$ cat config.mk
export PLATFORM = sky130hd
export DESIGN_NAME = ram_access_arbiter
export DESIGN_NICKNAME = d
export VERILOG_FILES = /design/src/rtl/ram_arb_pkg.sv /design/src/rtl/rr_arbiter.sv /design/src/rtl/ram_access_arbiter.sv
export SDC_FILE = /design/constraint.sdc
export NUM_CORES = 1
export LEC_CHECK = 0
export BUFFER_PORTS_ARGS = -buffer_cell sky130_fd_sc_hd__buf_4
export CAP_MARGIN = 20
export CORE_AREA = 2 2 135 137
export CTS_CLUSTER_SIZE = 10
export DETAILED_ROUTE_END_ITERATION = 10
export DIE_AREA = 0 0 137 139
export GPL_TIMING_DRIVEN = 0
export MAX_ROUTING_LAYER = met4
export SLEW_MARGIN = 15
export SYNTH_ARGS = -nofsm -noshare
export SYNTH_HDL_FRONTEND = slang
export SYNTH_SLANG_ARGS = --single-unit
$ cat constraint.sdc
create_clock -name clk -period 4.2 [get_ports clk]
set_input_delay 0.21 -clock clk [delete_from_list [all_inputs] [get_ports clk]]
set_output_delay 0.21 -clock clk [all_outputs]
set_load 0.005 [all_outputs]
$ cat src/rtl/ram_arb_pkg.sv
// ram_arb_pkg: shared defaults and helpers for the RAM access arbiter
package ram_arb_pkg;

   localparam int REQ_NUM_DEFAULT = 4;

   function automatic int id_width(input int n);
      return (n > 2) ? $clog2(n) : 1;
   endfunction

   function automatic logic [2:0] onehot_to_idx(input logic [7:0] oh);
      logic [2:0] idx;
      idx = '0;
      for (int i = 0; i < 8; i++) idx = oh[i[2:0]] ? (idx | 3'(i)) : idx;
      return idx;
   endfunction

endpackage

$ cat src/rtl/rr_arbiter.sv
// rr_arbiter: combinational round-robin pick starting at the priority pointer
module rr_arbiter import ram_arb_pkg::*; #(
   parameter int N  = REQ_NUM_DEFAULT,
   parameter int IW = id_width(N)
) (
   input  logic [N-1:0]  i_req,
   input  logic [IW-1:0] i_ptr,
   output logic [N-1:0]  o_gnt,
   output logic [IW-1:0] o_idx
);

   logic [N-1:0] w_mask;
   logic [N-1:0] w_hi;
   logic [N-1:0] w_pick;

   genvar j;
   for (j = 0; j < N; j++) begin : g_mask
      assign w_mask[j] = IW'(j) >= i_ptr;
   end

   // requesters at or above the pointer win; otherwise wrap to the lowest one
   always_comb begin
      w_hi   = i_req & w_mask;
      w_pick = (|w_hi) ? w_hi : i_req;
      o_gnt  = w_pick & (~w_pick + N'(1));
      o_idx  = IW'(onehot_to_idx(8'(o_gnt)));
   end

endmodule

$ cat src/rtl/ram_access_arbiter.sv
// ram_access_arbiter: independent round-robin write/read arbitration onto one RAM
module ram_access_arbiter import ram_arb_pkg::*; #(
   parameter  int REQ_NUM          = REQ_NUM_DEFAULT,
   parameter  int DATA_WIDTH       = 32,
   parameter  int ADDR_WIDTH       = 8,
   localparam int BYTE_VALID_WIDTH = DATA_WIDTH / 8,
   localparam int ID_WIDTH         = id_width(REQ_NUM)
) (
   input  logic                                clk,
   input  logic                                rst,
   input  logic [REQ_NUM-1:0]                  wr_req,
   input  logic [REQ_NUM*ADDR_WIDTH-1:0]       wr_req_addr,
   input  logic [REQ_NUM*DATA_WIDTH-1:0]       wr_req_data,
   input  logic [REQ_NUM*BYTE_VALID_WIDTH-1:0] wr_req_byte_valid,
   output logic [REQ_NUM-1:0]                  wr_gnt,
   input  logic [REQ_NUM-1:0]                  rd_req,
   input  logic [REQ_NUM*ADDR_WIDTH-1:0]       rd_req_addr,
   output logic [REQ_NUM-1:0]                  rd_gnt,
   output logic                                rd_resp_valid,
   output logic [ID_WIDTH-1:0]                 rd_resp_id,
   output logic [DATA_WIDTH-1:0]               rd_resp_data,
   output logic                                ram_wr_en,
   output logic [ADDR_WIDTH-1:0]               ram_wr_addr,
   output logic [DATA_WIDTH-1:0]               ram_wr_data,
   output logic [BYTE_VALID_WIDTH-1:0]         ram_wr_byte_valid,
   output logic                                ram_rd_en,
   output logic [ADDR_WIDTH-1:0]               ram_rd_addr,
   input  logic [DATA_WIDTH-1:0]               ram_rd_data,
   input  logic                                ram_rd_data_valid
);

   logic [ADDR_WIDTH-1:0]       w_wr_addr [REQ_NUM];
   logic [DATA_WIDTH-1:0]       w_wr_data [REQ_NUM];
   logic [BYTE_VALID_WIDTH-1:0] w_wr_bv   [REQ_NUM];
   logic [ADDR_WIDTH-1:0]       w_rd_addr [REQ_NUM];
   logic [REQ_NUM-1:0]          w_wr_sel;
   logic [REQ_NUM-1:0]          w_rd_sel;
   logic [ID_WIDTH-1:0]         w_wr_idx;
   logic [ID_WIDTH-1:0]         w_rd_idx;
   logic                        w_hazard;
   logic                        w_wr_any;
   logic                        w_rd_any;
   logic [ID_WIDTH-1:0]         r_wr_ptr;
   logic [ID_WIDTH-1:0]         r_rd_ptr;
   logic                        r_ram_wr_en;
   logic [ADDR_WIDTH-1:0]       r_ram_wr_addr;
   logic [DATA_WIDTH-1:0]       r_ram_wr_data;
   logic [BYTE_VALID_WIDTH-1:0] r_ram_wr_bv;
   logic                        r_ram_rd_en;
   logic [ADDR_WIDTH-1:0]       r_ram_rd_addr;
   logic [1:0]                  r_vld;
   logic [ID_WIDTH-1:0]         r_id0;
   logic [ID_WIDTH-1:0]         r_id1;

   genvar j;
   for (j = 0; j < REQ_NUM; j++) begin : g_unpack
      assign w_wr_addr[j] = wr_req_addr[j*ADDR_WIDTH +: ADDR_WIDTH];
      assign w_wr_data[j] = wr_req_data[j*DATA_WIDTH +: DATA_WIDTH];
      assign w_wr_bv[j]   = wr_req_byte_valid[j*BYTE_VALID_WIDTH +: BYTE_VALID_WIDTH];
      assign w_rd_addr[j] = rd_req_addr[j*ADDR_WIDTH +: ADDR_WIDTH];
   end

   rr_arbiter #(.N(REQ_NUM), .IW(ID_WIDTH)) u_wr_arb (
      .i_req (wr_req),
      .i_ptr (r_wr_ptr),
      .o_gnt (w_wr_sel),
      .o_idx (w_wr_idx)
   );

   rr_arbiter #(.N(REQ_NUM), .IW(ID_WIDTH)) u_rd_arb (
      .i_req (rd_req),
      .i_ptr (r_rd_ptr),
      .o_gnt (w_rd_sel),
      .o_idx (w_rd_idx)
   );

   // a read colliding with this cycle's write waits so it sees the written data
   always_comb begin
      w_hazard = (|w_wr_sel) & (|w_rd_sel) & (w_rd_addr[w_rd_idx] == w_wr_addr[w_wr_idx]);
      wr_gnt   = rst ? '0 : w_wr_sel;
      rd_gnt   = (rst | w_hazard) ? '0 : w_rd_sel;
      w_wr_any = |wr_gnt;
      w_rd_any = |rd_gnt;
   end

   // priority pointers advance past the last granted requester
   always_ff @(posedge clk or posedge rst) begin
      if (rst) begin
         r_wr_ptr <= '0;
         r_rd_ptr <= '0;
      end else begin
         if (w_wr_any) r_wr_ptr <= (w_wr_idx == ID_WIDTH'(REQ_NUM - 1)) ? '0 : w_wr_idx + ID_WIDTH'(1);
         if (w_rd_any) r_rd_ptr <= (w_rd_idx == ID_WIDTH'(REQ_NUM - 1)) ? '0 : w_rd_idx + ID_WIDTH'(1);
      end
   end

   // registered RAM write port; fields hold while idle
   always_ff @(posedge clk or posedge rst) begin
      if (rst) begin
         r_ram_wr_en   <= 1'b0;
         r_ram_wr_addr <= '0;
         r_ram_wr_data <= '0;
         r_ram_wr_bv   <= '0;
      end else begin
         r_ram_wr_en <= w_wr_any;
         if (w_wr_any) begin
            r_ram_wr_addr <= w_wr_addr[w_wr_idx];
            r_ram_wr_data <= w_wr_data[w_wr_idx];
            r_ram_wr_bv   <= w_wr_bv[w_wr_idx];
         end
      end
   end

   // registered RAM read port plus id/valid pipeline aligned to RAM latency
   always_ff @(posedge clk or posedge rst) begin
      if (rst) begin
         r_ram_rd_en   <= 1'b0;
         r_ram_rd_addr <= '0;
         r_vld         <= '0;
         r_id0         <= '0;
         r_id1         <= '0;
      end else begin
         r_ram_rd_en <= w_rd_any;
         r_vld       <= {r_vld[0], w_rd_any};
         r_id1       <= r_id0;
         if (w_rd_any) begin
            r_ram_rd_addr <= w_rd_addr[w_rd_idx];
            r_id0         <= w_rd_idx;
         end
      end
   end

   assign ram_wr_en         = r_ram_wr_en;
   assign ram_wr_addr       = r_ram_wr_addr;
   assign ram_wr_data       = r_ram_wr_data;
   assign ram_wr_byte_valid = r_ram_wr_bv;
   assign ram_rd_en         = r_ram_rd_en;
   assign ram_rd_addr       = r_ram_rd_addr;
   assign rd_resp_valid     = r_vld[1] & ram_rd_data_valid;
   assign rd_resp_id        = r_id1;
   assign rd_resp_data      = ram_rd_data;

endmodule

==> results.json <==
{
  "clock.fmax_mhz": 266,
  "route.detailed.vias_per_inst": 4.64,
  "floorplan.io_pins": 348,
  "cts_max_path_buffers": 2,
  "synth-seq-cells": 63,
  "drive_gt1_share_pct": 39.4,
  "vias": 5612,
  "via_count_of_the_first_global_routing_pass": 5465,
  "synth_enable_flop_cells": 0,
  "detail-route-antenna-nets": 0,
  "multiInputGateArea_um2": 2610,
  "post_placement_cell_count": 1191,
  "detail_route.first_pass.iterations": 4,
  "syn-cell-area_um2": 4690,
  "worst-path-max-fanout": 9,
  "final_hold_viol_count": 0,
  "cap_viol_max_count": 0,
  "fp.dieArea_um2": 19000,
  "ctsResizeCount": 0,
  "final_min_period_over_clock_period_pct": 89.6,
  "synth_area_per_cell_um2": 7.21,
  "cts.clk_slew.worst_paths_ns": 0.06,
  "starting_density_of_the_core_pct": 26.6,
  "clockRootBuffer": "sky130_fd_sc_hd__clkbuf_16",
  "synth_nets": 902,
  "portBuffers": 310,
  "place_hpwl_mm": 15.6,
  "async_reset_ff_share_pct": 100,
  "coreArea_um2": 17700,
  "power_per_cell_area_nw_per_um2": 408,
  "worst_ep_arrival_time_ns": 3.56,
  "regArea_um2": 1580,
  "maxSlewViolCount": 0,
  "critical_path_required_ns": 3.99,
  "worstHoldPathType": "in2reg",
  "dominantRegCellSynth": "sky130_fd_sc_hd__dfrtp_1",
  "drc": 0,
  "tritoncts": "done",
  "clock_skew_ns": 0.00282,
  "cts_htree_levels": 3,
  "power.leakage_uw": 0.00397,
  "grt_max_degree": 35,
  "clk-insertion-delay-late_ns": 0.34,
  "synthDistinctLibCells": 56,
  "setup_total_negative_slack_ns": 0,
  "synthDominantAreaCellType": "sky130_fd_sc_hd__dfrtp_1",
  "p_clk_share_pct": 24.0,
  "final_wl_mm": 19.3,
  "die_width_um": 137,
  "postCtsSetupRepairBufs": 0,
  "number_of_antenna_violations_at_the_first_check_in_global_routing": 1,
  "synthCells": 651,
  "crit_type": "reg2out",
  "sequential_share_of_power_pct": 28.1,
  "result_of_the_run": "finished clean",
  "yosys-top-cells-count": "sky130_fd_sc_hd__nand2_1 (250), sky130_fd_sc_hd__o21ai_0 (88), sky130_fd_sc_hd__dfrtp_1 (63)",
  "internal_power_uw": 1960,
  "rsz0062_at_grt": "no",
  "routabilityCongestion": 0.871,
  "die_h_um": 139,
  "setup-violations-final": 0,
  "yosys.area.top_type_share_pct": 33.6,
  "yosys_warnings": 0,
  "power.share.combinational_pct": 48.0,
  "seq_area_frac_synth_pct": 33.6,
  "p_sw_uw": 1150,
  "critical_path.startpoint_type": "flop",
  "numCtsBuffers": 9,
  "wire_length_of_the_first_global_routing_pass_mm": 29.2,
  "grt_use_total_pct": 20.6,
  "ir_drop_v": 0.000208,
  "violation_count_after_the_first_detailed_route_iteration": 290,
  "fin_crit_ns": 3.77,
  "netlist_top_cells_area": "sky130_fd_sc_hd__dfrtp_1 (34%), sky130_fd_sc_hd__nand2_1 (20%), sky130_fd_sc_hd__o21ai_0 (9.4%)",
  "post_drt_wl_per_cell_um": 16.0,
  "placementRows": 49,
  "non_filler_instance_count_after_layout": 1209,
  "sw_frac_of_total_pct": 37.0,
  "sinks_on_clock_net": 63,
  "kind_of_capture_point_of_the_worst_setup_path": "output pin",
  "grt-ovfl-total": 0,
  "area_growth_syn_to_layout_pct": 62.8,
  "tightest_slew_ns": 1.00,
  "n_fill_cell": 1889,
  "final_nets": 1225,
  "yosys.cell_count.top_type": "sky130_fd_sc_hd__nand2_1",
  "timing.slew.headroom_pct": 32.5
}
==> final cells by class <==
cell class                 count  share of cell area (%)
tap                          229                    3.75
clock inverter                 2                   0.164
multi-input combinational    491                    34.1
sequential                    63                    20.6
inverter                      20                    1.02
antenna                        1                  0.0328
buffer                        77                    5.68
clock buffer                  14                    3.72
timing repair buffer         312                    30.9
==> path summary, 6_finish.rpt <==
kind | to | startpoint | slack [ns] | depth (start not counted)
max | rd_gnt[0] | r_wr_ptr[1] | 0.43 | 9
min in group asynchronous | ram_rd_addr[5] | rst | 0.50 | 3
max in group asynchronous | ram_wr_data[28] | rst | 3.15 | 4
min | ram_wr_data[13] | wr_req_data[13] | 0.24 | 5
max reg2reg | r_id0[0] | r_wr_ptr[1] | 0.55 | 10
min reg2reg | r_vld[1] | r_vld[0] | 0.38 | 0
==> worst max-delay path, stage by stage (launching register included) <==
cell	delay [ns]
sky130_fd_sc_hd__dfrtp_1	0.44
sky130_fd_sc_hd__nand2b_1	0.13
sky130_fd_sc_hd__a21oi_1	0.10
sky130_fd_sc_hd__nor3_4	0.62
sky130_fd_sc_hd__mux4_2	0.66
sky130_fd_sc_hd__xor2_1	0.19
sky130_fd_sc_hd__a211oi_1	0.48
sky130_fd_sc_hd__a41oi_4	0.22
sky130_fd_sc_hd__and3_1	0.22
sky130_fd_sc_hd__buf_4	0.13
==> sequential cells by signal, summed over array words and instances (netlist names), 4 cells and up <==
name and flops:
ram_wr_data 32, ram_rd_addr 8, ram_wr_addr 8, ram_wr_byte_valid 4
==> kinds of logic after synthesis <==
family / synth area share [%]
xor+xnor: 0.933
simple gates: 28.8
compound gates: 18.6
flops: 33.6
buf+inv: 10.9
mux: 7.17
==> layout by cell type (no fill, tap or decap), types with 9 or more instances in the layout <==
cell type	Yosys	routed
sky130_fd_sc_hd__nand2_1	250	250
sky130_fd_sc_hd__nor2_1	12	12
sky130_fd_sc_hd__clkbuf_16	0	9
sky130_fd_sc_hd__buf_4	32	342
sky130_fd_sc_hd__inv_1	18	17
sky130_fd_sc_hd__o21ai_0	88	88
sky130_fd_sc_hd__dfrtp_1	63	63
sky130_fd_sc_hd__a21oi_1	15	15
sky130_fd_sc_hd__clkbuf_1	32	33
sky130_fd_sc_hd__nand3_1	40	40
==> power groups by stage <==
stage                     sequential (uW)  clock [uW]  combinational [uW]
final                                 874         747                1490
after global routing                  897         797                1660
after CTS                             876         774                1510
after detailed placement              885           0                1500
after global placement                876           0                1500
after floorplan                       885           0                 783
==> layer usage <==
layer	part of all wire, %	global-route usage, %
met1	41	24.6
met2	50	34.2
met3	7.1	5.04
met4	2.0	5.53
met5	0	-
==> through the flow <==
stage	utilization (%)	power (uW)	hold WS (ns)	area, um^2	setup slack (ns)
6_report	43.3	3110	0.244	7640	0.435
5_1_grt	43.3	3360	0.262	7640	0.237
4_1_cts	43.2	3160	0.231	7630	0.360
3_5_place_dp	41.5	2390	0.303	7330	0.572
3_3_place_gp	41.4	2370	0.356	7310	0.598
2_1_floorplan	-	1670	0.354	4690	1.17
==> timing repair <==
item                                    CTS  global route
endpoints found under the setup margin    0             0
hold buffers                              1             0
endpoints found under the hold margin    32             0
Note: power is estimated with default switching activity, not from simulation.
